[src/rtl/arb_pkg.sv]
// Shared definitions for the arbitrating multiplexer: mode encodings,
// output-stage states and the select-width helpers.
package arb_pkg;

    localparam logic ARB_MODE_RR    = 1'b0;
    localparam logic ARB_MODE_FIXED = 1'b1;

    typedef enum logic {
        ST_EMPTY = 1'b0,
        ST_FULL  = 1'b1
    } state_t;

    // Ceiling log2, usable in constant expressions.
    function automatic int clog2(input int value);
        int result;
        int v;
        result = 0;
        v      = value - 1;
        while (v > 0) begin
            result = result + 1;
            v      = v >> 1;
        end
        return result;
    endfunction

    // Channel-index width; a single channel still gets a one-bit select.
    function automatic int sel_width(input int num_in);
        return (clog2(num_in) < 1) ? 1 : clog2(num_in);
    endfunction

endpackage

[src/rtl/arb_mux_n_if.sv]
// Handshake bundle between the requesters, the arbiter and the downstream
// consumer. The arbiter uses the slave view; the environment uses master.
interface arb_mux_n_if #(
    parameter int WIDTH  = 32,
    parameter int NUM_IN = 4
);
    localparam int SEL_W = arb_pkg::sel_width(NUM_IN);

    logic [NUM_IN*WIDTH-1:0] in_data;
    logic [NUM_IN-1:0]       in_valid;
    logic [NUM_IN-1:0]       in_ready;
    logic                    prio_mode;
    logic [WIDTH-1:0]        out_data;
    logic [SEL_W-1:0]        out_sel;
    logic                    out_valid;
    logic                    out_ready;

    modport slave (
        input  in_data, in_valid, prio_mode, out_ready,
        output in_ready, out_data, out_sel, out_valid
    );

    modport master (
        output in_data, in_valid, prio_mode, out_ready,
        input  in_ready, out_data, out_sel, out_valid
    );

endinterface

[src/rtl/arb_mux_n_rr_grant.sv]
// Combinational grant selection: round-robin search starting at ptr with
// wrap-around, or lowest-index-wins in fixed-priority mode.
module rr_grant
    import arb_pkg::*;
#(
    parameter int  NUM_IN = 4,
    localparam int SEL_W  = sel_width(NUM_IN)
) (
    input  logic [NUM_IN-1:0] in_valid,
    input  logic [SEL_W-1:0]  ptr,
    input  logic              prio_mode,
    output logic [NUM_IN-1:0] grant,
    output logic [SEL_W-1:0]  grant_idx,
    output logic              any
);

    // Candidate index for search step k: k itself in fixed mode, ptr+k
    // modulo NUM_IN in round-robin mode (ptr is always below NUM_IN).
    function automatic int candidate(input int k, input int base, input logic mode);
        int s;
        if (mode == ARB_MODE_FIXED) begin
            return k;
        end
        s = base + k;
        return (s >= NUM_IN) ? s - NUM_IN : s;
    endfunction

    // Take the first valid candidate in search order; nothing valid, no grant.
    always_comb begin
        // NOTE: every output gets a default first, so no path leaves one unassigned and no latch is inferred.
        grant     = '0;
        grant_idx = '0;
        any       = 1'b0;
        for (int k = 0; k < NUM_IN; k++) begin
            if (!any && in_valid[candidate(k, int'(ptr), prio_mode)]) begin
                any                                      = 1'b1;
                grant[candidate(k, int'(ptr), prio_mode)] = 1'b1;
                grant_idx = SEL_W'(candidate(k, int'(ptr), prio_mode));
            end
        end
    end

endmodule

[src/rtl/arb_mux_n.sv]
// N-channel arbitrating multiplexer: grants one valid input per cycle and
// registers the winner into a single valid/ready output stage.
module arb_mux_n
    import arb_pkg::*;
#(
    parameter int WIDTH  = 32,
    parameter int NUM_IN = 4
) (
    input  logic      clk,
    input  logic      rst_n,
    arb_mux_n_if.slave bus
);

    localparam int SEL_W = sel_width(NUM_IN);

    state_t            state_q;
    state_t            state_d;
    logic [WIDTH-1:0]  data_q;
    logic [SEL_W-1:0]  sel_q;
    logic [SEL_W-1:0]  ptr_q;
    logic [SEL_W-1:0]  ptr_next;
    logic [NUM_IN-1:0] grant;
    logic [SEL_W-1:0]  grant_idx;
    logic              any;
    logic              out_valid;
    logic              load;
    logic              xfer;

    rr_grant #(
        .NUM_IN (NUM_IN)
    ) u_rr_grant (
        .in_valid  (bus.in_valid),
        .ptr       (ptr_q),
        .prio_mode (bus.prio_mode),
        .grant     (grant),
        .grant_idx (grant_idx),
        .any       (any)
    );

    // The stage can take a beat when empty or when being drained this cycle.
    assign out_valid = (state_q == ST_FULL);
    assign load      = ~out_valid | bus.out_ready;
    assign xfer      = any & load;
    assign ptr_next  = (grant_idx == SEL_W'(NUM_IN - 1)) ? '0 : grant_idx + SEL_W'(1);

    assign bus.in_ready  = {NUM_IN{load}} & grant;
    assign bus.out_valid = out_valid;
    assign bus.out_data  = data_q;
    assign bus.out_sel   = sel_q;

    // Output-stage state register.
    always_ff @(posedge clk or negedge rst_n) begin
        // NOTE: sequential state uses non-blocking assignments so every flop samples pre-edge values.
        if (!rst_n) begin
            state_q <= ST_EMPTY;
        end else begin
            state_q <= state_d;
        end
    end

    // Next state: fill on a transfer, empty on a drain with no refill.
    always_comb begin
        state_d = state_q;
        case (state_q)
            ST_EMPTY: if (xfer) state_d = ST_FULL;
            ST_FULL: begin
                if (xfer) begin
                    state_d = ST_FULL;
                end else if (bus.out_ready) begin
                    state_d = ST_EMPTY;
                end
            end
            default: state_d = ST_EMPTY;
        endcase
    end

    // Capture the granted beat; data and select hold when nothing transfers.
    always_ff @(posedge clk or negedge rst_n) begin
        // NOTE: the data register is reset only because the output must read zero after reset; pure datapath storage would not need it.
        if (!rst_n) begin
            data_q <= '0;
            sel_q  <= '0;
        end else if (xfer) begin
            data_q <= bus.in_data[int'(grant_idx)*WIDTH +: WIDTH];
            sel_q  <= grant_idx;
        end
    end

    // Round-robin pointer moves past the winner; fixed mode leaves it alone.
    always_ff @(posedge clk or negedge rst_n) begin
        if (!rst_n) begin
            ptr_q <= '0;
        end else if (xfer && bus.prio_mode == ARB_MODE_RR) begin
            ptr_q <= ptr_next;
        end
    end

endmodule

[src/flat_wrapper.sv]
// flat-port wrapper written by rule: the top's interface ports become plain ports
module arb_mux_n_flat import arb_pkg::*;
#(
    parameter int WIDTH  = 32,
    parameter int NUM_IN = 4
)
  (clk, rst_n, bus_in_data, bus_in_valid, bus_prio_mode, bus_out_ready, bus_in_ready, bus_out_data, bus_out_sel, bus_out_valid);
  arb_mux_n_if #(.WIDTH(WIDTH), .NUM_IN(NUM_IN)) bus_i ();
  input  logic clk;
  input  logic rst_n;
  input wire logic [$bits(bus_i.in_data)-1:0] bus_in_data;
  input wire logic [$bits(bus_i.in_valid)-1:0] bus_in_valid;
  input wire logic [$bits(bus_i.prio_mode)-1:0] bus_prio_mode;
  input wire logic [$bits(bus_i.out_ready)-1:0] bus_out_ready;
  output wire logic [$bits(bus_i.in_ready)-1:0] bus_in_ready;
  output wire logic [$bits(bus_i.out_data)-1:0] bus_out_data;
  output wire logic [$bits(bus_i.out_sel)-1:0] bus_out_sel;
  output wire logic [$bits(bus_i.out_valid)-1:0] bus_out_valid;
  assign bus_i.in_data = bus_in_data;
  assign bus_i.in_valid = bus_in_valid;
  assign bus_i.prio_mode = bus_prio_mode;
  assign bus_i.out_ready = bus_out_ready;
  assign bus_in_ready = bus_i.in_ready;
  assign bus_out_data = bus_i.out_data;
  assign bus_out_sel = bus_i.out_sel;
  assign bus_out_valid = bus_i.out_valid;
  arb_mux_n #(.WIDTH(WIDTH), .NUM_IN(NUM_IN)) u_core (.clk(clk), .rst_n(rst_n), .bus(bus_i));
endmodule
[config.mk]
export PLATFORM = sky130hd
export DESIGN_NAME = arb_mux_n_flat
export DESIGN_NICKNAME = d
export VERILOG_FILES = /design/src/rtl/arb_pkg.sv /design/src/rtl/arb_mux_n_if.sv /design/src/rtl/arb_mux_n_rr_grant.sv /design/src/rtl/arb_mux_n.sv /design/src/flat_wrapper.sv
export SDC_FILE = /design/constraint.sdc
export NUM_CORES = 1
export LEC_CHECK = 0
export CAP_MARGIN = 25
export CORE_MARGIN = 5
export CORE_UTILIZATION = 40
export CTS_BUF_LIST = sky130_fd_sc_hd__clkbuf_16
export DETAILED_ROUTE_END_ITERATION = 6
export PLACE_DENSITY = 0.94
export SLEW_MARGIN = 20
export SYNTH_ARGS = -nofsm -noshare
export SYNTH_HDL_FRONTEND = slang
export SYNTH_HIERARCHICAL = 1
export SYNTH_SLANG_ARGS = --single-unit
[constraint.sdc]
create_clock -name clk -period 9.8 [get_ports clk]
set_input_delay 0.98 -clock clk [delete_from_list [all_inputs] [get_ports clk]]
set_output_delay 0.98 -clock clk [all_outputs]
set_load 0.02 [all_outputs]
# Yosys cells after proc, flatten, opt, wreduce, memory -nomap -nowiden
# Index checks and enable logic that the tools add are counted.
[classes]
order_cmp = 16
muxes = 61
shift = 1
n_reduce_logical = 11
n_mul = 0
n_bitwise = 8
div = 0
n_addsub = 8
n_eq_ne = 1
[ops]
columns = ["operator", "n"]
rows = [
  ["32-bit two-way mux", 16],
  ["32-bit by 4-bit less-than comparator with 1-bit output (second input constant)", 8],
  ["32-bit by 1-bit greater-or-equal comparator with 1-bit output (second input constant)", 4],
  ["128-bit by 8-bit indexed part select with 32-bit output", 1],
  ["1-bit two-way mux", 25],
  ["4-bit two-way mux", 4],
  ["2-bit two-way mux", 7],
  ["4-bit bitwise OR", 3],
  ["3-bit by 3-bit subtractor with 4-bit output (second input constant)", 3],
  ["3-bit greater-or-equal comparator (second input constant)", 3],
  ["1-bit binary-select mux with 2-bit select", 4],
  ["1-bit demux with 2-bit select", 4],
  ["1-bit logical AND", 8],
  ["2-bit by 2-bit adder with 3-bit output (second input constant)", 2],
  ["4-bit bitwise AND", 1],
  ["2-bit by 3-bit subtractor with 4-bit output (second input constant)", 1],
  ["2-bit by 1-bit adder with 3-bit output (second input constant)", 1],
  ["2-bit by 3-bit greater-or-equal comparator with 1-bit output (second input constant)", 1],
  ["1-bit logical NOT", 3],
  ["2-bit by 1-bit adder with 2-bit output (second input constant)", 1],
  ["2-bit equality test (second input constant)", 1],
  ["1-bit inverter", 2],
  ["1-bit one-hot mux with 2 select lines", 1],
  ["1-bit bitwise AND", 1],
  ["1-bit bitwise OR", 1],
]
[totals]
memories = 0
regBits = 37
latchBits = 0
romBits = 0
in_bits = 136
output_inout_bits = 39
mem_bits_rw = 0
word_cells = 110

# Depth between registers and ports, before layout
# Gate-level depths: netlist of the first run.
[logic_depth]
depth_word = 25
ltp_mapped = 12
depth_no_buf = 10

# Cells and area by module
# The synthesis of the first run kept the hierarchy.
[by_module_without_submodules]
columns = ["module", "area_each_um2", "n_inst", "seq_area_each_um2", "cells_per_inst"]
rows = [
  ["arb_mux_n", 2242.2, 1, 925.9, 127],
  ["rr_grant", 563.0, 1, 0.0, 84],
]

# Worst setup path before layout of the first run
# Ideal clock, no wire load.
[synth_timing]
path_type = "reg2out"
startpoint = "reg u_core.ptr_q[0]"
endpoint = "out bus_in_ready[1]"
required_ns = 8.820
t_arrival_ns = 2.803
path_slack_ns = 6.017
n_path_buf = 1
stages_incl_launch_ff = 9
path_cell_list = "dfrtp_1 -> clkbuf_1 -> inv_1 -> ha_1 -> nor2b_1 -> mux4_2 -> or4_1 -> o221ai_1 -> nor2b_1"
[synth_between]
elab_chain_len = 17
elab_cells_between_ends = 76
classes_between = "7 x add/sub; 12 x order compare; 43 x mux; 4 x bitwise; 10 x reduce/logical"
[synth_rtl]
columns = ["item", "line", "rtl"]
rows = [
  ["from (decl)", "arb_mux_n.sv:20", "logic [SEL_W-1:0] ptr_q;"],
  ["from (signal assigned)", "arb_mux_n.sv:94", "ptr_q <= ptr_next;"],
  ["branches (longest 15 deep; another with 32-bit by 1-bit greater-or-equal comparator with 1-bit output)", "--", ""],
  ["4-bit two-way mux *", "arb_mux_n_rr_grant.sv:35", "if (!any && in_valid[candidate(k, int'(ptr), prio_mode)]) begin"],
  ["net u_core.grant[1]", "arb_mux_n.sv:22", "logic [NUM_IN-1:0] grant;"],
  ["4-bit bitwise AND *", "arb_mux_n.sv:46", "assign bus.in_ready = {NUM_IN{load}} & grant;"],
  ["to (decl)", "flat_wrapper.sv:15", "output wire logic [$bits(bus_i.in_ready)-1:0] bus_in_ready;"],
]
# Mark *: on every way through the listed nets, which the timed path passes. The select of a mux whose other input is x is not followed.

# Worst setup path after layout of the first run
[layout_timing]
startpoint = "in bus_prio_mode"
endpoint = "out bus_in_ready[1]"
[layout_between]
elab_chain_len = 16
elab_cells_between_ends = 69
classes_between = "8 x order compare; 47 x mux; 4 x bitwise; 10 x reduce/logical"
[layout_rtl]
columns = ["item", "line", "rtl"]
rows = [
  ["from (decl)", "flat_wrapper.sv:13", "input wire logic [$bits(bus_i.prio_mode)-1:0] bus_prio_mode;"],
  ["1-bit two-way mux", "arb_mux_n_rr_grant.sv:21", "if (mode == ARB_MODE_FIXED) begin"],
  ["1-bit two-way mux / 32-bit two-way mux (equally long branches)", "arb_mux_n_rr_grant.sv:35, arb_mux_n_rr_grant.sv:24", ""],
  ["32-bit two-way mux / 1-bit binary-select mux with 2-bit select (equally long branches)", "--", ""],
  ["32-bit two-way mux / 1-bit two-way mux (equally long branches)", "arb_mux_n_rr_grant.sv:35", ""],
  ["32-bit by 1-bit greater-or-equal comparator with 1-bit output (implied by the code), or another cell as far along", "arb_mux_n_rr_grant.sv:37", "grant[candidate(k, int'(ptr), prio_mode)] = 1'b1;"],
  ["1-bit logical AND (implied by the code) / 1-bit two-way mux (equally long branches)", "arb_mux_n_rr_grant.sv:37, arb_mux_n_rr_grant.sv:35", ""],
  ["1-bit two-way mux (implied by the code) / 1-bit logical NOT (equally long branches)", "arb_mux_n_rr_grant.sv:37, arb_mux_n_rr_grant.sv:35", ""],
  ["1-bit demux with 2-bit select / 1-bit logical AND (equally long branches)", "arb_mux_n_rr_grant.sv:37, arb_mux_n_rr_grant.sv:35", ""],
  ["4-bit two-way mux / 1-bit two-way mux (equally long branches)", "arb_mux_n_rr_grant.sv:35", ""],
  ["4-bit bitwise OR (no source line) / 1-bit logical NOT (equally long branches)", "--", ""],
  ["4-bit two-way mux / 1-bit logical AND (equally long branches)", "arb_mux_n_rr_grant.sv:35", ""],
  ["4-bit bitwise OR (no source line) / 1-bit two-way mux (equally long branches)", "--", ""],
  ["4-bit two-way mux / 1-bit logical NOT (equally long branches)", "arb_mux_n_rr_grant.sv:35", ""],
  ["4-bit bitwise OR (no source line) / 1-bit logical AND (equally long branches)", "--", ""],
  ["4-bit two-way mux *", "arb_mux_n_rr_grant.sv:35", ""],
  ["net u_core.grant[1]", "arb_mux_n.sv:22", ""],
  ["4-bit bitwise AND *", "arb_mux_n.sv:46", ""],
]
# The timed path passes the listed nets; every way through them passes the cells marked *. The select of a mux whose other input is x is not followed.

==> report_table.html, run 1 <==
<table>
<tr><th>Metric</th><th>Value</th></tr>
<tr><th colspan="2">CTS</th></tr>
<tr><td>Number of buffers on the longest clock path</td><td>2</td></tr>
<tr><td>Clock transition time at the flip-flop clock pins of the worst setup and hold paths</td><td>around 0.050 ns</td></tr>
<tr><td>Clock tree from TritonCTS</td><td>built</td></tr>
<tr><td>TritonCTS Buffers</td><td>5</td></tr>
<tr><td>Buffer type at the clock tree root</td><td>sky130_fd_sc_hd__clkbuf_16</td></tr>
<tr><td>Clk Latency, worst-skew pair</td><td>approximately 0.28 ns</td></tr>
<tr><td>Total of hold buffers inserted after clock tree synthesis</td><td>0</td></tr>
<tr><td>Number of clock sinks</td><td>37</td></tr>
<tr><td>Number of buffers inserted by post-CTS setup repair</td><td>0</td></tr>
<tr><td>Resized Gates After CTS</td><td>0</td></tr>
<tr><td>H-tree depth</td><td>2</td></tr>
<tr><th colspan="2">Critical path</th></tr>
<tr><td>Arrival time reported for the critical path endpoint</td><td>about 3.7 ns</td></tr>
<tr><td>Critical Path Source Type</td><td>primary input</td></tr>
<tr><td>CP Data Required Time</td><td>8.82 ns</td></tr>
<tr><td>Ordered list of cells on the worst path</td><td>clkdlybuf4s50_1 &gt; nor2b_1 &gt; mux4_2 &gt; or4_1 &gt; o221ai_1 &gt; nor2b_1 &gt; clkdlybuf4s50_1</td></tr>
<tr><td>Worst setup path class</td><td>in2out</td></tr>
<tr><td>Largest fanout of any net on the critical path</td><td>11</td></tr>
<tr><td>Delay contributed by the slowest stage of the critical path</td><td>0.61 ns</td></tr>
<tr><td>Type of destination of the critical path</td><td>output pin</td></tr>
<tr><td>Crit-path slowest cell</td><td>sky130_fd_sc_hd__clkdlybuf4s50_1</td></tr>
<tr><th colspan="2">Job</th></tr>
<tr><td>Max-cap violations</td><td>0</td></tr>
<tr><th colspan="2">Routing</th></tr>
<tr><td>Wirelength per Cell</td><td>about 19 um</td></tr>
<tr><td>Final Routed Wirelength</td><td>a little under 9 mm</td></tr>
<tr><td>Per-cell via count in the routed design</td><td>5.34</td></tr>
<tr><td>Detailed Route Iter0 Violations</td><td>89</td></tr>
<tr><td>Total number of vias</td><td>~2500</td></tr>
<tr><td>DRC violations left</td><td>0</td></tr>
<tr><td>Number of iterations in the first detailed-routing pass</td><td>4</td></tr>
<tr><td>Post-detailed-route count of antenna-violating nets</td><td>0</td></tr>
<tr><th colspan="2">Power</th></tr>
<tr><td>Power share of the sequential group</td><td>21.8%</td></tr>
<tr><td>Share of total power consumed by net switching</td><td>between 30 and 40%</td></tr>
<tr><td>Switching power of the nets</td><td>490 uW</td></tr>
<tr><td>Gate power share</td><td>between 60% and 70%</td></tr>
<tr><td>Power per Cell Area</td><td>~270 nW/um^2</td></tr>
<tr><td>Clock network fraction of design power</td><td>between 10% and 20%</td></tr>
<tr><td>Static Leak</td><td>between 1.5 and 2 nW</td></tr>
<tr><td>Internal</td><td>approximately 800 uW</td></tr>
<tr><td>Maximum VDD drop</td><td>122 uV</td></tr>
<tr><th colspan="2">Floorplanning</th></tr>
<tr><td>Die area</td><td>8790 um^2</td></tr>
<tr><td>I/O Pins</td><td>approximately 180</td></tr>
<tr><td>Die Y</td><td>about 94 um</td></tr>
<tr><td>Core Box Area</td><td>roughly 6800 um^2</td></tr>
<tr><td>Number of placement rows</td><td>30</td></tr>
<tr><td>Die extent in x</td><td>about 94 um</td></tr>
<tr><td>Effective utilization at floorplan</td><td>about two fifths</td></tr>
<tr><th colspan="2">STA</th></tr>
<tr><td>Setup violators final</td><td>0</td></tr>
<tr><td>Final period util</td><td>between 40 and 50%</td></tr>
<tr><td>Final Hold Violating Endpoints</td><td>0</td></tr>
<tr><td>Number of max-slew violations in the final report</td><td>0</td></tr>
<tr><td>Setup repair after global routing missed its margin</td><td>false</td></tr>
<tr><td>Setup Total Neg Slack</td><td>0 ns</td></tr>
<tr><td>Clock skew after layout</td><td>~0.0073 ns</td></tr>
<tr><td>Fmax</td><td>roughly 210 MHz</td></tr>
<tr><td>Slew at the pin closest to its max-slew limit</td><td>roughly 0.85 ns</td></tr>
<tr><td>Relative max-transition margin</td><td>between 40% and 50%</td></tr>
<tr><td>Clock period minus final worst setup slack</td><td>approximately 4.7 ns</td></tr>
<tr><th colspan="2">Layout</th></tr>
<tr><td>Most frequent cells in the layout</td><td>173 x sky130_fd_sc_hd__clkdlybuf4s50_1, 37 x sky130_fd_sc_hd__dfrtp_1, 36 x sky130_fd_sc_hd__mux2_2, 30 x sky130_fd_sc_hd__mux4_2, 9 x sky130_fd_sc_hd__nor2_1</td></tr>
<tr><td>Post-layout instance count excluding filler cells</td><td>473</td></tr>
<tr><td>Ratio of cells with drive above 1 in the final layout</td><td>approximately 22%</td></tr>
<tr><td>FILL cells</td><td>approximately 530</td></tr>
<tr><td>Area growth from synthesis to final layout</td><td>67.0%</td></tr>
<tr><td>Most common cell after layout, fill and taps aside</td><td>sky130_fd_sc_hd__clkdlybuf4s50_1</td></tr>
<tr><td>Layout net count</td><td>~520</td></tr>
<tr><td>ANT cells</td><td>0</td></tr>
<tr><th colspan="2">Place</th></tr>
<tr><td>Final Wtd Congestion</td><td>0.916</td></tr>
<tr><td># port buffers</td><td>174</td></tr>
<tr><td>Number of cells after detailed placement</td><td>465</td></tr>
<tr><td>HPWL Detailed</td><td>roughly 7.3 mm</td></tr>
<tr><th colspan="2">Global routing</th></tr>
<tr><td>Maximum number of pins on one net before global-route repair</td><td>38</td></tr>
<tr><td>Global-route usage over all layers</td><td>between 10% and 20%</td></tr>
<tr><td>Fraction of met2 tracks used by global routing</td><td>between 30% and 40%</td></tr>
<tr><td>Most utilized layer in the global route result</td><td>met2</td></tr>
<tr><td>Antenna violations before repair</td><td>0</td></tr>
<tr><td>GR Overflow Total</td><td>0</td></tr>
<tr><td>Number of global-route vias before repair</td><td>2637</td></tr>
<tr><td>First-pass GRT wire length</td><td>around 14 mm</td></tr>
<tr><td>Met3 Use GR</td><td>5.53%</td></tr>
<tr><td>Met1 Resource Use GR</td><td>22.4%</td></tr>
<tr><th colspan="2">Synth</th></tr>
<tr><td>Proportion of netlist area held by the largest area contributor</td><td>33.0%</td></tr>
<tr><td>Top post-synthesis cells by area</td><td>sky130_fd_sc_hd__dfrtp_1 33%, sky130_fd_sc_hd__mux4_2 24%, sky130_fd_sc_hd__mux2_2 14%</td></tr>
<tr><td>Most area-hungry cell type in the Yosys netlist</td><td>sky130_fd_sc_hd__dfrtp_1</td></tr>
<tr><td>Post-synthesis area per instance</td><td>about 13 um^2</td></tr>
<tr><td>Share of async-settable or async-resettable flops after synthesis</td><td>100%</td></tr>
<tr><td>Total standard cell area after synthesis</td><td>about 2800 um^2</td></tr>
<tr><td>Number of enable-type register cells in the synthesized netlist</td><td>0</td></tr>
<tr><td>Share of the yosys chip area belonging to registers</td><td>33.0%</td></tr>
<tr><td>Most frequently used flop master after synthesis</td><td>sky130_fd_sc_hd__dfrtp_1</td></tr>
<tr><td>Syn Nets</td><td>between 300 and 400</td></tr>
<tr><td>Number of unique standard cell types used by synthesis</td><td>45</td></tr>
<tr><td>FF+latch count, synth</td><td>37</td></tr>
<tr><td>Cells after Synth</td><td>approximately 210</td></tr>
<tr><td>Synth warn</td><td>6</td></tr>
<tr><th colspan="2">Outcome</th></tr>
<tr><td>Run status</td><td>finished, final reports clean</td></tr>
<tr><th colspan="2">Worst hold path</th></tr>
<tr><td>Hold crit path type</td><td>reg2reg</td></tr>
</table>
[stage by stage]
step	hold slack (ns)	power (mW)	area (um^2)	util (%)	setup slack, ns
6_report	0.498	1.27	4680	69.0	5.08
5_1_grt	0.516	1.35	4680	69.0	4.88
4_1_cts	0.506	1.29	4680	69.0	5.10
3_5_place_dp	0.492	1.13	4540	66.9	5.11
3_3_place_gp	0.487	1.11	4540	66.9	5.03
2_1_floorplan	0.560	0.845	2810	-	6.02
[layer usage]
metal | vias up | share of wire [%]
met5 | - | 0
met4 | 0 | 2.8
li1 | 1158 | -
met1 | 1222 | 34
met2 | 127 | 53
met3 | 17 | 9.4
[power by group through the flow]
stage / Clock, mW / Sequential [mW] / Combinational (mW)
final: 0.154 / 0.277 / 0.839
after global routing: 0.165 / 0.288 / 0.899
after global placement: 0 / 0.275 / 0.831
after floorplan: 0 / 0.363 / 0.482
after CTS: 0.159 / 0.278 / 0.849
after detailed placement: 0 / 0.281 / 0.848
[synthesized netlist by cell type, types with 2 or more instances]
cell type and n:
sky130_fd_sc_hd__nand2b_1 3, sky130_fd_sc_hd__nor2_1 9, sky130_fd_sc_hd__dfrtp_1 37, sky130_fd_sc_hd__clkbuf_1 5, sky130_fd_sc_hd__buf_4 5, sky130_fd_sc_hd__nor2b_1 6
sky130_fd_sc_hd__ha_1 6, sky130_fd_sc_hd__a21oi_1 6, sky130_fd_sc_hd__mux2_2 36, sky130_fd_sc_hd__nor3_1 6, sky130_fd_sc_hd__or2_1 2, sky130_fd_sc_hd__mux2i_1 5
sky130_fd_sc_hd__nand2_1 5, sky130_fd_sc_hd__nand4_1 4, sky130_fd_sc_hd__buf_2 4, sky130_fd_sc_hd__o21ai_0 4, sky130_fd_sc_hd__a311o_1 2, sky130_fd_sc_hd__inv_1 5
sky130_fd_sc_hd__o211ai_1 3, sky130_fd_sc_hd__buf_12 2, sky130_fd_sc_hd__mux4_1 3, sky130_fd_sc_hd__mux4_2 30
[cells by family after synthesis]
family | count (synthesis) | share of synthesized area (%)
muxes | 74 | 43.1
and+or+nand+nor | 45 | 8.97
DFF | 37 | 33.0
AOI/OAI and AO/OA | 25 | 6.33
buffers and inverters | 24 | 5.89
adders and majority gates | 6 | 2.68
[final cells by class]
class                           count  area (um^2)  area share [%]
Multi-Input combinational cell    150         1720            36.7
Sequential cell                    37          926            19.8
Clock inverter                      3         17.5           0.374
Inverter                            5         18.8           0.401
Clock buffer                        5          125            2.67
Tap cell                           96          120            2.56
Timing Repair Buffer              177         1760            37.6
[critical path: cells and delay by family]
kind	cells	cell delay [ns]
compound gates	1	0.09
simple gates	3	1.06
buf+inv	2	1.20
mux	1	0.40
[registers in the layout, indices dropped and copies added, names as in the netlist]
signal,cells
u_core/bus.out_sel,2
u_core/bus.out_data,32
u_core/ptr_q,2
u_core/bus.out_valid,1
[path summary, 6_finish.rpt]
check / end / cells past startpoint / slack (ns) / startpoint
worst max-delay path: bus_in_ready[1] / 7 / 5.08 / bus_prio_mode
worst min-delay path: u_core/bus.out_data[6] / 1 / 0.50 / u_core/bus.out_data[6]
worst max register to register: u_core/bus.out_data[30] / 8 / 5.81 / u_core/ptr_q[1]
worst min register to register: u_core/bus.out_data[6] / 1 / 0.50 / u_core/bus.out_data[6]
max in group asynchronous: u_core/bus.out_data[15] / 1 / 8.49 / rst_n
min in group asynchronous: u_core/bus.out_data[4] / 1 / 0.79 / rst_n
Power figures use the tool's default switching activity.
==> inputs of run 2 (changes only) <==
Settings changed: CORE_UTILIZATION 40 to 34, PLACE_DENSITY 0.94 to 0.86.
Clock period 9.8 ns to 3.8 ns, I/O delays scaled along.
==> report_table.html, run 2 (synthesized netlist as in run 1, its figures left out) <==
<table>
<tr><th>Metric</th><th>Value</th></tr>
<tr><th colspan="2">Global routing</th></tr>
<tr><td>Global-route usage over all layers</td><td>18.5% (was 20.0%)</td></tr>
<tr><td>First-pass GRT wire length</td><td>14.7 mm (was 13.7 mm)</td></tr>
<tr><td>Number of global-route vias before repair</td><td>2817 (was 2637)</td></tr>
<tr><td>GR Overflow Total</td><td>0 (unchanged)</td></tr>
<tr><td>Maximum number of pins on one net before global-route repair</td><td>38 (unchanged)</td></tr>
<tr><td>Antenna violations before repair</td><td>0 (unchanged)</td></tr>
<tr><th colspan="2">Floorplanning</th></tr>
<tr><td>Die Y</td><td>101 um (was 93.7 um)</td></tr>
<tr><td>Core Box Area</td><td>8130 um^2 (was 6790 um^2)</td></tr>
<tr><td>Number of placement rows</td><td>33 (was 30)</td></tr>
<tr><td>Effective utilization at floorplan</td><td>34.5% (was 41.3%)</td></tr>
<tr><td>I/O Pins</td><td>175 (unchanged)</td></tr>
<tr><td>Die extent in x</td><td>101 um (was 93.7 um)</td></tr>
<tr><td>Die area</td><td>10200 um^2 (was 8790 um^2)</td></tr>
<tr><th colspan="2">CTS</th></tr>
<tr><td>Buffer type at the clock tree root</td><td>sky130_fd_sc_hd__clkbuf_16 (unchanged)</td></tr>
<tr><td>Number of buffers on the longest clock path</td><td>2 (unchanged)</td></tr>
<tr><td>Clock transition time at the flip-flop clock pins of the worst setup and hold paths</td><td>0.06 ns (was 0.05 ns)</td></tr>
<tr><td>TritonCTS Buffers</td><td>5 (unchanged)</td></tr>
<tr><td>Clock tree from TritonCTS</td><td>built (unchanged)</td></tr>
<tr><td>Total of hold buffers inserted after clock tree synthesis</td><td>0 (unchanged)</td></tr>
<tr><td>Number of clock sinks</td><td>37 (unchanged)</td></tr>
<tr><td>Clk Latency, worst-skew pair</td><td>0.28 ns (about the same)</td></tr>
<tr><td>H-tree depth</td><td>2 (unchanged)</td></tr>
<tr><th colspan="2">Critical path</th></tr>
<tr><td>CP top delay family</td><td>multiplexers (was buffers and inverters)</td></tr>
<tr><td>CP most frequent cell</td><td>sky130_fd_sc_hd__mux4_2</td></tr>
<tr><td>Arrival time reported for the critical path endpoint</td><td>3.70 ns (was 3.74 ns)</td></tr>
<tr><td>CP bufs+invs</td><td>1 (was 2)</td></tr>
<tr><td>Delay contributed by the slowest stage of the critical path</td><td>0.84 ns (was 0.61 ns)</td></tr>
<tr><td>Endpoint of the worst setup timing path</td><td>u_core/bus.out_data[28] (was bus_in_ready[1])</td></tr>
<tr><td>Worst reg2reg path depth</td><td>8 (unchanged)</td></tr>
<tr><td>Crit-path slowest cell</td><td>sky130_fd_sc_hd__a311o_2 (was sky130_fd_sc_hd__clkdlybuf4s50_1)</td></tr>
<tr><td>Largest fanout of any net on the critical path</td><td>34 (was 11)</td></tr>
<tr><td>Worst setup path class</td><td>reg2reg (was in2out)</td></tr>
<tr><td>CP Data Required Time</td><td>3.96 ns (was 8.82 ns)</td></tr>
<tr><td>Worst Setup SP</td><td>u_core/ptr_q[1] (was bus_prio_mode)</td></tr>
<tr><td>Worst reg-to-reg setup slack</td><td>0.25 ns (was 5.81 ns)</td></tr>
<tr><td>Levels on crit path</td><td>8 (was 7)</td></tr>
<tr><td>Ordered list of cells on the worst path</td><td>inv_1 &gt; ha_1 &gt; nor2b_2 &gt; mux4_2 &gt; nor3_2 &gt; a311o_2 &gt; mux4_2 &gt; mux2_2 (was clkdlybuf4s50_1 &gt; nor2b_1 &gt; mux4_2 &gt; or4_1 &gt; o221ai_1 &gt; nor2b_1 &gt; clkdlybuf4s50_1)</td></tr>
<tr><td>Type of destination of the critical path</td><td>flip-flop (was output pin)</td></tr>
<tr><td>Critical register-to-register path endpoint</td><td>u_core/bus.out_data[28] (was u_core/bus.out_data[30])</td></tr>
<tr><td>Critical Path Source Type</td><td>flip-flop (was primary input)</td></tr>
<tr><td>Origin of the critical flop-to-flop path</td><td>u_core/ptr_q[1] (unchanged)</td></tr>
<tr><th colspan="2">STA</th></tr>
<tr><td>Worst hold-check slack</td><td>0.218 ns (was 0.498 ns)</td></tr>
<tr><td>Setup Total Neg Slack</td><td>0 ns (unchanged)</td></tr>
<tr><td>Setup repair after global routing missed its margin</td><td>false (unchanged)</td></tr>
<tr><td>Clock period minus final worst setup slack</td><td>3.55 ns</td></tr>
<tr><td>Final Hold Violating Endpoints</td><td>0 (unchanged)</td></tr>
<tr><td>Number of max-slew violations in the final report</td><td>0 (unchanged)</td></tr>
<tr><td>Relative max-transition margin</td><td>40.6% (was 43.0%)</td></tr>
<tr><td>Final period util</td><td>93.3%</td></tr>
<tr><td>Clock skew after layout</td><td>0.00529 ns (was 0.00725 ns)</td></tr>
<tr><td>Setup violators final</td><td>0 (unchanged)</td></tr>
<tr><td>Fmax</td><td>roughly 280 MHz</td></tr>
<tr><td>Slew at the pin closest to its max-slew limit</td><td>0.892 ns (was 0.855 ns)</td></tr>
<tr><td>Post-route worst setup slack</td><td>0.254 ns (was 5.08 ns)</td></tr>
<tr><th colspan="2">Place</th></tr>
<tr><td># port buffers</td><td>174 (unchanged)</td></tr>
<tr><td>Number of cells after detailed placement</td><td>481 (was 465)</td></tr>
<tr><td>HPWL Detailed</td><td>7.82 mm (was 7.29 mm)</td></tr>
<tr><td>Placed standard-cell area</td><td>4630 um^2 (was 4540 um^2)</td></tr>
<tr><td>Placement-stage worst setup slack</td><td>0.0552 ns (was 5.11 ns)</td></tr>
<tr><td>Final Wtd Congestion</td><td>1.03 (was 0.916)</td></tr>
<tr><th colspan="2">Power</th></tr>
<tr><td>Power per Cell Area</td><td>705 nW/um^2 (was 271 nW/um^2)</td></tr>
<tr><td>Internal</td><td>2.09 mW (was 781 uW)</td></tr>
<tr><td>Clock network fraction of design power</td><td>12.0% (was 12.1%)</td></tr>
<tr><td>Total power</td><td>3.37 mW (was 1.27 mW)</td></tr>
<tr><td>Static Leak</td><td>1.84 nW (was 1.78 nW)</td></tr>
<tr><td>Power share of the sequential group</td><td>20.9% (was 21.8%)</td></tr>
<tr><td>Switching power of the nets</td><td>1.28 mW (was 490 uW)</td></tr>
<tr><td>Gate power share</td><td>67.1% (was 66.1%)</td></tr>
<tr><td>Maximum VDD drop</td><td>255 uV (was 122 uV)</td></tr>
<tr><td>Share of total power consumed by net switching</td><td>38.1% (was 38.6%)</td></tr>
<tr><th colspan="2">Routing</th></tr>
<tr><td>DRC violations left</td><td>0 (unchanged)</td></tr>
<tr><td>Detailed Route Iter0 Violations</td><td>167 (was 89)</td></tr>
<tr><td>Total number of vias</td><td>2646 (was 2524)</td></tr>
<tr><td>Final Routed Wirelength</td><td>9.87 mm (was 8.90 mm)</td></tr>
<tr><td>Wirelength per Cell</td><td>20.2 um (was 18.8 um)</td></tr>
<tr><td>Number of iterations in the first detailed-routing pass</td><td>4 (unchanged)</td></tr>
<tr><td>Per-cell via count in the routed design</td><td>5.41 (was 5.34)</td></tr>
<tr><td>Post-detailed-route count of antenna-violating nets</td><td>0 (unchanged)</td></tr>
<tr><th colspan="2">Layout</th></tr>
<tr><td>Util after Layout</td><td>58.7% (was 69.0%)</td></tr>
<tr><td>Most frequent cells in the layout</td><td>172 x sky130_fd_sc_hd__clkdlybuf4s50_1, 37 x sky130_fd_sc_hd__dfrtp_1, 36 x sky130_fd_sc_hd__mux2_2, 30 x sky130_fd_sc_hd__mux4_2, 9 x sky130_fd_sc_hd__nor2_1 (was 173 x sky130_fd_sc_hd__clkdlybuf4s50_1, 37 x sky130_fd_sc_hd__dfrtp_1, 36 x sky130_fd_sc_hd__mux2_2, 30 x sky130_fd_sc_hd__mux4_2, 9 x sky130_fd_sc_hd__nor2_1)</td></tr>
<tr><td>Largest register FFs</td><td>32 (unchanged)</td></tr>
<tr><td>Layout net count</td><td>525 (was 518)</td></tr>
<tr><td>ANT cells</td><td>0 (unchanged)</td></tr>
<tr><td>FILL cells</td><td>675 (was 525)</td></tr>
<tr><td>Post-layout instance count excluding filler cells</td><td>489 (was 473)</td></tr>
<tr><td>Area growth from synthesis to final layout</td><td>70.3% (was 67.0%)</td></tr>
<tr><td>Finished layout cell area</td><td>4780 um^2 (was 4680 um^2)</td></tr>
<tr><td>Most common cell after layout, fill and taps aside</td><td>sky130_fd_sc_hd__clkdlybuf4s50_1 (unchanged)</td></tr>
<tr><td>Ratio of cells with drive above 1 in the final layout</td><td>24.0% (was 22.3%)</td></tr>
<tr><th colspan="2">Worst hold path</th></tr>
<tr><td>Hold crit path type</td><td>in2async (was reg2reg)</td></tr>
<tr><th colspan="2">Job</th></tr>
<tr><td>Max-cap violations</td><td>0 (unchanged)</td></tr>
<tr><th colspan="2">Outcome</th></tr>
<tr><td>Run status</td><td>finished, final reports clean (unchanged)</td></tr>
</table>
run 2: cell count changes in the layout (fill, tap and decap cells not counted):
| cell | previous run | this run |
|---|---|---|
| sky130_fd_sc_hd__dlymetal6s2s_1 | 0 | 1 |
| sky130_fd_sc_hd__buf_12 | 0 | 2 |
| sky130_fd_sc_hd__buf_4 | 3 | 8 |
| sky130_fd_sc_hd__clkdlybuf4s50_1 | 173 | 172 |
| sky130_fd_sc_hd__nor2b_1 | 6 | 5 |
| sky130_fd_sc_hd__nor2b_2 | 1 | 2 |
run 2: repair_timing:
| item | in CTS | in global routing |
|---|---|---|
| setup buffers | 0 | 0 |
| setup endpoints to repair | 0 | 2 |
| gates resized for setup | 0 | 2 |
run 2: metal layers:
layer  track usage [%]  vias up  wire (um)
li1                  -     1173          -
met3              4.64       26        881
met4              6.32        0        217
met2              33.0      164       5210
met1              21.5     1283       3560
met5                 0        -          0
run 2: final cells by class:
cell class	instances	area [um^2]	share of cell area, %
multi-input cells	150	1720	36.0
inverters	5	18.8	0.393
repair buffers	184	1840	38.5
clock buffers	5	125	2.62
clock inverters	3	17.5	0.367
well taps	105	131	2.75
flip-flops and latches	37	926	19.4
run 2: power groups by stage:
stage,sequential [mW],clock (mW),combinational [mW]
2_1_floorplan,0.936,0,1.24
3_3_place_gp,0.695,0,2.22
3_5_place_dp,0.711,0,2.26
4_1_cts,0.704,0.422,2.27
5_1_grt,0.727,0.433,2.40
6_report,0.703,0.404,2.26
run 2: how the worst min path moves through the flow:
stage / end / from / cells past startpoint
final: u_core/bus.out_data[29] / rst_n / 1
after global routing: u_core/bus.out_data[29] / rst_n / 1
after detailed placement: u_core/bus.out_data[6] / u_core/bus.out_data[6] / 1
after global placement: u_core/bus.out_data[13] / u_core/bus.out_data[13] / 1
after floorplan: u_core/bus.out_data[0] / rst_n / 0
after CTS: u_core/bus.out_data[21] / rst_n / 1
run 2: worst register-to-register path, cell delays in order (launching register included):
cell and delay [ns]:
sky130_fd_sc_hd__dfrtp_1 0.35, sky130_fd_sc_hd__inv_1 0.10, sky130_fd_sc_hd__ha_1 0.37, sky130_fd_sc_hd__nor2b_2 0.25, sky130_fd_sc_hd__mux4_2 0.55, sky130_fd_sc_hd__nor3_2 0.25
sky130_fd_sc_hd__a311o_2 0.84, sky130_fd_sc_hd__mux4_2 0.43, sky130_fd_sc_hd__mux2_2 0.28
==> RTL edit: new RTL, config.mk and constraints of run 1 <==
Make the reset (`rst_n`) synchronous in 3 clocked blocks.
--- a/src/rtl/arb_mux_n.sv
+++ b/src/rtl/arb_mux_n.sv
@@ -49,7 +49,7 @@
     assign bus.out_sel   = sel_q;
 
     // Output-stage state register.
-    always_ff @(posedge clk or negedge rst_n) begin
+    always_ff @(posedge clk) begin
         // NOTE: sequential state uses non-blocking assignments so every flop samples pre-edge values.
         if (!rst_n) begin
             state_q <= ST_EMPTY;
@@ -75,7 +75,7 @@
     end
 
     // Capture the granted beat; data and select hold when nothing transfers.
-    always_ff @(posedge clk or negedge rst_n) begin
+    always_ff @(posedge clk) begin
         // NOTE: the data register is reset only because the output must read zero after reset; pure datapath storage would not need it.
         if (!rst_n) begin
             data_q <= '0;
@@ -87,7 +87,7 @@
     end
 
     // Round-robin pointer moves past the winner; fixed mode leaves it alone.
-    always_ff @(posedge clk or negedge rst_n) begin
+    always_ff @(posedge clk) begin
         if (!rst_n) begin
             ptr_q <= '0;
         end else if (xfer && bus.prio_mode == ARB_MODE_RR) begin
Check against the original RTL: not equivalent (a bounded check fails within 4 cycles, from zero or initial values and one cycle with rst_n low; the reset may be asserted at any time).
==> RTL edit against run 1 <==
Synthesized area shrank 8.2%. Non-clock buffer count grew 1. Routed wire length grew 11%. Final area shrank 4.9%. Sequential cell count is the same. Via count grew 7.3%. Clock skew shrank 2.8 ps. Critical path type unchanged. Highest routed layer unchanged. Final cell count shrank 1.5%. Worst setup slack lost 120 ps.
Power is not compared: it rests on default switching activity, and its combinational part moved more than twofold at a synthesized area within 25%.
==> RTL edit: results (changes against run 1) <==
Global routing
  • Total track usage: 23.8% (+3.8 points)
  • Largest net degree at the start of global routing: 35 (-7.9%)
  • First-pass GRT wire length: 15,700 um (+14%)
  • Vias in the first global route: 2,771 (+5.1%)

Cells and area
  • Final clock-cell share: 3.12% (+0.073 points)
  • Comb_multi_in: 159 (+6.0%)
  • Reg area: 741 sq um (-20%)
  • Non-CTS inverters: 7 (+2)
  • Layout Utilization: 70.6% (+1.6 points)
  • NonClk Buf Share: 39.8% (+2.2 points)
  • Clock buffers: 5 (unchanged)
  • Share of post-route cells with drive strength above 1: 11.8% (-10 points)
  • Fraction of area in multi-input gates: 37.7% (+1.1 points)
  • Non-clk bufs: 178 (+0.56%)

Synthesis
  • Area contributors post-synth: dfxtp_1 29%, mux4_2 25%, a22o_1 11%
  • Sequential fraction of the synthesis area: 28.8% (-4.3 points)
  • Ys flop type: dfxtp_1
  • Synth top cells by count: 37 x dfxtp_1, 32 x a22o_1, 29 x mux4_2
  • Ys async rst share: 0% (-100 points)
  • Yosys cell types: 44 (-2.2%)
  • Syn_nets: 367 (+4.0%)

Drt
  • Drt first-iter violations: 158 (+78%)
  • DR pass1 iterations: 5 (+1)
  • DR vias/cell: 5.81 (+8.9%)
  • Final WL: 9910 um (+11%)

Outcome
  • Status: complete, no violations

Placed design
  • Placer congestion estimate: 0.974 (+6.4%)
  • Hpwl dp: 8040 um (+10%)
  • Dpl ws: 5010 ps (-92.7 ps)
  • Placement Cell Area: 4320 sq um (-5.0%)

Critical path
  • CP Max Fanout: 14 (+3)
  • Arr. time, crit path: 3860 ps (+120 ps)

Timing
  • Slew @ Worst Pin: 881 ps (+26.5 ps)
  • Clock Skew: 4.41 ps (-2.85 ps)
-- RTL edit: power by group --
part / switching, mW / internal (mW) / total [mW]
Sequential: 0.0184 / 0.175 / 0.194
Combinational: 0.133 / 0.178 / 0.311
Clock: 0.0564 / 0.0921 / 0.149
-- RTL edit: worst paths after layout --
kind                                                     startpoint                                   end  slack (ps)  depth (start not counted)
worst max-delay path                                  bus_prio_mode                       bus_in_ready[1]        4960                          7
worst min-delay path            u_core/bus.out_data[4]$_SDFFE_PN0P_   u_core/bus.out_data[4]$_SDFFE_PN0P_         480                          1
worst max register to register         u_core/ptr_q[0]$_SDFFE_PN0P_  u_core/bus.out_data[11]$_SDFFE_PN0P_        5740                          8
worst min register to register  u_core/bus.out_data[4]$_SDFFE_PN0P_   u_core/bus.out_data[4]$_SDFFE_PN0P_         480                          1
-- RTL edit: metrics by stage --
step | cells | total power [mW]
5_1_grt | 466 | 0.687
4_1_cts | 466 | 0.659
3_3_place_gp | 458 | 0.499
2_1_floorplan | 225 | 0.376
6_report | 466 | 0.653
3_5_place_dp | 458 | 0.508
-- RTL edit: cells by family after synthesis --
group                      after synthesis  synth area share (%)
and+or+nand+nor                         48                  10.6
adders and majority gates                6                  2.91
buffers and inverters                   29                  6.31
AOI/OAI and AO/OA                       67                  20.1
DFF                                     37                  28.8
muxes                                   38                  31.4
-- RTL edit: critical path: stages --
cell and delay (ps):
clkdlybuf4s50_1 640, nor2b_1 520, mux2i_1 510, nand4_1 210
o221ai_1 220, and2_1 160, clkdlybuf4s50_1 610
-- RTL edit: metal layers --
metal	GRT usage (%)	part of all wire [%]
met5	0	0
met4	7.20	2.2
met1	27.6	37
met3	5.75	8.2
met2	43.0	52
